$ cat config.mk
export PLATFORM = sky130hd
export DESIGN_NAME = v_ce_serial_tx_flat
export DESIGN_NICKNAME = d
export VERILOG_FILES = /design/src/rtl/v_ce_pkg.sv /design/src/rtl/v_ce_serial_tx_if.sv /design/src/rtl/v_ce_gen.sv /design/src/rtl/v_ce_serial_tx.sv /design/src/flat_wrapper.sv
export SDC_FILE = /design/constraint.sdc
export NUM_CORES = 1
export LEC_CHECK = 0
export ABC_AREA = 1
export BUFFER_PORTS_ARGS = -buffer_cell sky130_fd_sc_hd__buf_2
export CORE_UTILIZATION = 50
export DETAILED_ROUTE_END_ITERATION = 16
export PLACE_DENSITY = 0.71
export SYNTH_ARGS = -nofsm -noshare
export SYNTH_HDL_FRONTEND = slang
export SYNTH_SLANG_ARGS = --single-unit
$ cat constraint.sdc
create_clock -name C -period 1.8 [get_ports C]
set_clock_uncertainty 0.05 [all_clocks]
set_input_delay 0.18 -clock C [delete_from_list [all_inputs] [get_ports C]]
set_output_delay 0.18 -clock C [all_outputs]
set_load 0.01 [all_outputs]
$ cat src/rtl/v_ce_pkg.sv
// Shared types and sizing helpers for the clock-enabled serial capture link.
package v_ce_pkg;

    typedef enum logic {
        ST_IDLE  = 1'b0,
        ST_SHIFT = 1'b1
    } state_t;

    // Number of bits needed to hold values 0..value-1 (0 for value <= 1).
    function automatic int unsigned clog2(input int unsigned value);
        int unsigned r = 0;
        for (int unsigned p = 1; p < value; p = p << 1) begin
            r++;
        end
        return r;
    endfunction

endpackage

$ cat src/rtl/v_ce_serial_tx_if.sv
// Parallel-load handshake and serial outputs of the transmitter.
interface v_ce_serial_tx_if #(
    parameter int unsigned WIDTH = 8
);
    logic [WIDTH-1:0] DIN;
    logic             LOAD;
    logic             READY;
    logic             SO;
    logic             CE_O;
    logic             BUSY;
    logic             DONE;

    // Data source / observer side
    modport master (
        output DIN, LOAD,
        input  READY, SO, CE_O, BUSY, DONE
    );

    // Transmitter side
    modport slave (
        input  DIN, LOAD,
        output READY, SO, CE_O, BUSY, DONE
    );
endinterface

$ cat src/rtl/v_ce_gen.sv
// DIV-cycle clock-enable generator: tick is high on the last cycle of each
// DIV-cycle period while run is high. Shared with the matching receiver.
module v_ce_gen
    import v_ce_pkg::*;
#(
    parameter int unsigned DIV = 4
) (
    input  logic clk,
    input  logic rst_n,
    input  logic restart,
    input  logic run,
    output logic tick
);
    localparam int unsigned   CW   = (clog2(DIV) < 1) ? 1 : clog2(DIV);
    localparam logic [CW-1:0] LAST = CW'(DIV - 1);

    logic [CW-1:0] cnt;

    // Period counter: held at zero when idle or restarted, wraps after LAST
    always_ff @(posedge clk or negedge rst_n) begin
        if (!rst_n) begin
            cnt <= '0;
        end else if (restart || !run || (cnt == LAST)) begin
            cnt <= '0;
        end else begin
            cnt <= cnt + 1'b1;
        end
    end

    assign tick = run && (cnt == LAST);
endmodule

$ cat src/rtl/v_ce_serial_tx.sv
// Serial transmitter: accepts a word on LOAD/READY and shifts it out on SO,
// with one CE_O strobe at the end of every bit period.
module v_ce_serial_tx
    import v_ce_pkg::*;
#(
    parameter int unsigned WIDTH     = 8,
    parameter int unsigned DIV       = 4,
    parameter int unsigned MSB_FIRST = 1
) (
    input  logic               C,
    input  logic               CLR_N,
    v_ce_serial_tx_if.slave    bus
);
    localparam int unsigned   BW   = clog2(WIDTH + 1);
    localparam logic [BW-1:0] BITS = BW'(WIDTH);
    localparam logic [BW-1:0] ONE  = BW'(1);

    state_t           state;
    state_t           state_nxt;
    logic [WIDTH-1:0] sreg;
    logic [BW-1:0]    bit_cnt;
    logic             done_q;
    logic             tick;
    logic             shifting;
    logic             accept;
    logic             last_strobe;

    assign shifting = (state == ST_SHIFT);

    v_ce_gen #(.DIV(DIV)) u_gen (
        .clk     (C),
        .rst_n   (CLR_N),
        .restart (accept),
        .run     (shifting),
        .tick    (tick)
    );

    // State register
    always_ff @(posedge C or negedge CLR_N) begin
        if (!CLR_N) begin
            state <= ST_IDLE;
        end else begin
            state <= state_nxt;
        end
    end

    // Next-state decode: accept in IDLE, leave SHIFT on the final strobe
    always_comb begin
        state_nxt   = state;
        accept      = 1'b0;
        last_strobe = 1'b0;
        case (state)
            ST_IDLE: begin
                if (bus.LOAD) begin
                    accept    = 1'b1;
                    state_nxt = ST_SHIFT;
                end
            end
            ST_SHIFT: begin
                if (tick && (bit_cnt == ONE)) begin
                    last_strobe = 1'b1;
                    state_nxt   = ST_IDLE;
                end
            end
            default: state_nxt = ST_IDLE;
        endcase
    end

    // Shift register, bit counter and end-of-frame pulse.
    // Zero fill means the register is empty after a frame, so SO idles low
    // straight from the register without an extra output mux.
    always_ff @(posedge C or negedge CLR_N) begin
        if (!CLR_N) begin
            sreg    <= '0;
            bit_cnt <= '0;
            done_q  <= 1'b0;
        end else begin
            done_q <= last_strobe;
            if (accept) begin
                sreg    <= bus.DIN;
                bit_cnt <= BITS;
            end else if (tick) begin
                if (MSB_FIRST != 0) begin
                    sreg <= {sreg[WIDTH-2:0], 1'b0};
                end else begin
                    sreg <= {1'b0, sreg[WIDTH-1:1]};
                end
                bit_cnt <= bit_cnt - 1'b1;
            end
        end
    end

    assign bus.READY = (state == ST_IDLE);
    assign bus.BUSY  = shifting;
    assign bus.CE_O  = tick;
    assign bus.DONE  = done_q;
    assign bus.SO    = (MSB_FIRST != 0) ? sreg[WIDTH-1] : sreg[0];
endmodule

$ cat src/flat_wrapper.sv
// flat-port wrapper written by rule: the top's interface ports become plain ports
module v_ce_serial_tx_flat import v_ce_pkg::*;
#(
    parameter int unsigned WIDTH     = 8,
    parameter int unsigned DIV       = 4,
    parameter int unsigned MSB_FIRST = 1
)
  (C, CLR_N, bus_DIN, bus_LOAD, bus_READY, bus_SO, bus_CE_O, bus_BUSY, bus_DONE);
  v_ce_serial_tx_if #(.WIDTH(WIDTH)) bus_i ();
  input  logic C;
  input  logic CLR_N;
  input wire logic [$bits(bus_i.DIN)-1:0] bus_DIN;
  input wire logic [$bits(bus_i.LOAD)-1:0] bus_LOAD;
  output wire logic [$bits(bus_i.READY)-1:0] bus_READY;
  output wire logic [$bits(bus_i.SO)-1:0] bus_SO;
  output wire logic [$bits(bus_i.CE_O)-1:0] bus_CE_O;
  output wire logic [$bits(bus_i.BUSY)-1:0] bus_BUSY;
  output wire logic [$bits(bus_i.DONE)-1:0] bus_DONE;
  assign bus_i.DIN = bus_DIN;
  assign bus_i.LOAD = bus_LOAD;
  assign bus_READY = bus_i.READY;
  assign bus_SO = bus_i.SO;
  assign bus_CE_O = bus_i.CE_O;
  assign bus_BUSY = bus_i.BUSY;
  assign bus_DONE = bus_i.DONE;
  v_ce_serial_tx #(.WIDTH(WIDTH), .DIV(DIV), .MSB_FIRST(MSB_FIRST)) u_core (.C(C), .CLR_N(CLR_N), .bus(bus_i));
endmodule
==> flow_metrics.env <==
export IMPL_fin_ws_ns=0.140
export IMPL_final_nets=117
export IMPL_antenna_cells=0
export IMPL_combPwrFrac_pct=35.8
export IMPL_power_total_mw=1.27
export IMPL_grt_overflow=0
export IMPL_worst_slew_pin_slew_ns=0.346
export IMPL_ir_drop_mv=0.881
export IMPL_stdcell_area_um2=846
export IMPL_io_pins=16
export IMPL_cp_num_buf_inv=2
export IMPL_clkTransAtPathRegs_ns=0.09
export IMPL_synth_most_common_cell="nand2_1"
export IMPL_place_area_um2=800
export IMPL_yosysUniqueCellTypes=15
export IMPL_synth_edf_count=0
export IMPL_drive_above_1_share_pct=22.5
export IMPL_die_x_um=39.6
export IMPL_rsz0062_at_grt="no"
export IMPL_setup_violations=0
export IMPL_synthTopCellsByCount="nand2_1 (27), dfrtp_1 (16), inv_1 (9), nand3_1 (9), nor2_1 (7)"
export IMPL_fill_cells=119
export IMPL_synthTopCellsByArea="dfrtp_1 (57%), nand2_1 (14%), nand3_1 (6.4%)"
export IMPL_cts_buffer_depth=2
export IMPL_rrSetupSlack_ns=0.49
export IMPL_grt_pass1_vias=531
export IMPL_insertion_delay_ns=0.28
export IMPL_cts_sinks=16
export IMPL_portBuffers=15
export IMPL_slowest_stage="dfrtp_1"
export IMPL_syn_inst=82
export IMPL_max_slew_margin_rel_pct=76.9
export IMPL_crit_path_max_fanout=8
export IMPL_synth_top_area_share_pct=56.7
export IMPL_vias=578
export IMPL_core_um2=1300
export IMPL_die_y_um=39.6
export IMPL_multiInputGateArea_um2=268
export IMPL_cpPeakStageDelay_ns=0.39
export IMPL_tns_ns=0
export IMPL_ant_nets=0
export IMPL_grt_pass1_wl_mm=2.06
export IMPL_power_internal_uw=805
export IMPL_grt_start_max_net_pins=17
export IMPL_seqPwrFrac_pct=45.9
export IMPL_synthArstFlopShare_pct=100
export IMPL_synth_nets=96
export IMPL_seqCellArea_um2=400
export IMPL_cts_setup_buffers=0
export IMPL_crit_type="register to primary output"
export IMPL_yosysTopAreaCell="dfrtp_1"
export IMPL_cts_tree="done"
export IMPL_avgViaCountPerCell=4.94
export IMPL_synth_seq_area_share_pct=56.7
export IMPL_rows=13
export IMPL_switching_power_uw=463
export IMPL_synth_warnings=0
export IMPL_synth_ff_type="dfrtp_1"
export IMPL_fin_crit_ns=1.66
export IMPL_fmax_ghz=0.602
export IMPL_synth_avg_cell_area_um2=8.61
export IMPL_dpl_hpwl_um=932
export IMPL_die_area_um2=1570
export IMPL_ys_ff_latch=16
export IMPL_fin_crit_sh_pct=92.2
export IMPL_sw_frac_of_total_pct=36.5
export IMPL_gp_congestion=0.679
export IMPL_cts_root_buf="clkbuf_4"
export IMPL_netlist_area_um2=706
export IMPL_h_tree_depth=1
export IMPL_leakagePower_nw=0.469
export IMPL_drtPass1Iterations=3
export IMPL_grt_usage_pct=20.6
export IMPL_routed_wl_mm=1.23
export IMPL_wl_per_cell_um=10.5
export IMPL_drtIter0Drc=11
export IMPL_start_kind="register"
export IMPL_start_util_pct=54.2
export IMPL_max_cap_violations=0
export IMPL_area_growth_pct=19.9
export IMPL_cts_buffers=3
export IMPL_cts_resized=0
export IMPL_place_ws_ns=0.444
export IMPL_maxSlewViolCount=0
export IMPL_crit_chain="ha_1 > nand2_1 > inv_1 > buf_2"
export IMPL_min_path_type="primary input to register"
export IMPL_hold_viol_final=0
export IMPL_end_kind="primary output"
export IMPL_p_per_area_nw_per_um2=1500
export IMPL_critPathRequiredTime_ns=1.57
export IMPL_antenna_found_initial=0
export IMPL_crit_arrival_ns=1.43
export IMPL_fin_util_pct=65.0
export IMPL_status="complete, no violations"
export IMPL_drc_errors=0
export IMPL_clockPowerShare_pct=18.3
export IMPL_critPathTopFamily="flip-flops"
## worst min-delay path, stage by stage
cell and delay (ns):
buf_2 0.07, nand2_1 0.04, nand2_1 0.05
## final timing paths
kind	depth (start not counted)	from	endpoint
max	4	u_core.u_gen.cnt[0]$_DFF_PN0_	bus_CE_O
min	3	bus_DIN[0]	u_core.sreg[0]$_DFFE_PN0P_
max reg2reg	5	u_core.u_gen.cnt[0]$_DFF_PN0_	u_core.sreg[2]$_DFFE_PN0P_
min reg2reg	1	u_core.u_gen.cnt[0]$_DFF_PN0_	u_core.u_gen.cnt[0]$_DFF_PN0_
max in group asynchronous	2	CLR_N	u_core.sreg[2]$_DFFE_PN0P_
min in group asynchronous	2	CLR_N	u_core.bit_cnt[3]$_DFFE_PN0P_
## per-stage QoR
stage               hold WS [ns]  cells
floorplan                 -0.166     82
global placement          0.0584    112
detailed placement        0.0556    112
CTS                       0.0336    117
global route              0.0525    117
finish                    0.0412    117
## cells in the final DEF (no fill, tap or decap), types with 2 or more instances in the layout
| cell | Yosys | final |
|---|---|---|
| clkbuf_4 | 0 | 3 |
| nor2_1 | 7 | 7 |
| nand2_1 | 27 | 27 |
| o21ai_0 | 2 | 2 |
| buf_2 | 0 | 15 |
| ha_1 | 3 | 3 |
| inv_1 | 9 | 9 |
| a21oi_1 | 2 | 2 |
| dfrtp_1 | 16 | 16 |
| nand3_1 | 9 | 9 |
## metal layers
| layer | vias to the layer above | global-route usage [%] | routed length, um |
|---|---|---|---|
| met5 | - | 0 | 0 |
| met4 | 0 | 15.5 | 12 |
| met3 | 2 | 3.41 | 38 |
| met2 | 11 | 33.6 | 622 |
| met1 | 270 | 23.6 | 560 |
| li1 | 295 | - | - |
## power groups by stage
| stage | sequential (mW) | combinational, mW | clock (mW) |
|---|---|---|---|
| after floorplan | 0.579 | 0.333 | 0 |
| after global placement | 0.585 | 0.436 | 0 |
| after detailed placement | 0.590 | 0.453 | 0 |
| after CTS | 0.583 | 0.458 | 0.238 |
| after global routing | 0.601 | 0.528 | 0.248 |
| final | 0.583 | 0.454 | 0.232 |
## sequential cells by signal (all words and copies together), names as in the netlist
| name | count |
|---|---|
| u_core.bit_cnt | 4 |
| u_core.bus.BUSY | 1 |
| u_core.bus.DONE | 1 |
| u_core.sreg | 8 |
| u_core.u_gen.cnt | 2 |
## final cells by class
class,instances,share of cell area [%]
Inverter,10,4.44
Multi-Input combinational cell,56,31.7
Tap cell,15,2.22
Clock buffer,4,4.29
Sequential cell,16,47.3
Timing Repair Buffer,16,10.1
## what timing repair did
| item | 4_1_cts | 5_1_grt |
|---|---|---|
| setup endpoints to repair | 0 | 0 |
| hold buffers | 1 | 0 |
| endpoints found under the hold margin | 16 | 0 |
## cell families (layout without fill, tap and decap cells)
kind of cell	after synthesis	in the layout	share of synthesized area, %
flip-flops	16	16	56.7
buffers and inverters	10	30	5.32
AND/OR/NAND/NOR	47	47	27.8
adder cells (fa/ha/maj)	3	3	5.32
AO/OA/AOI/OAI	6	6	4.79
Note: power is estimated with default switching activity, not from simulation.
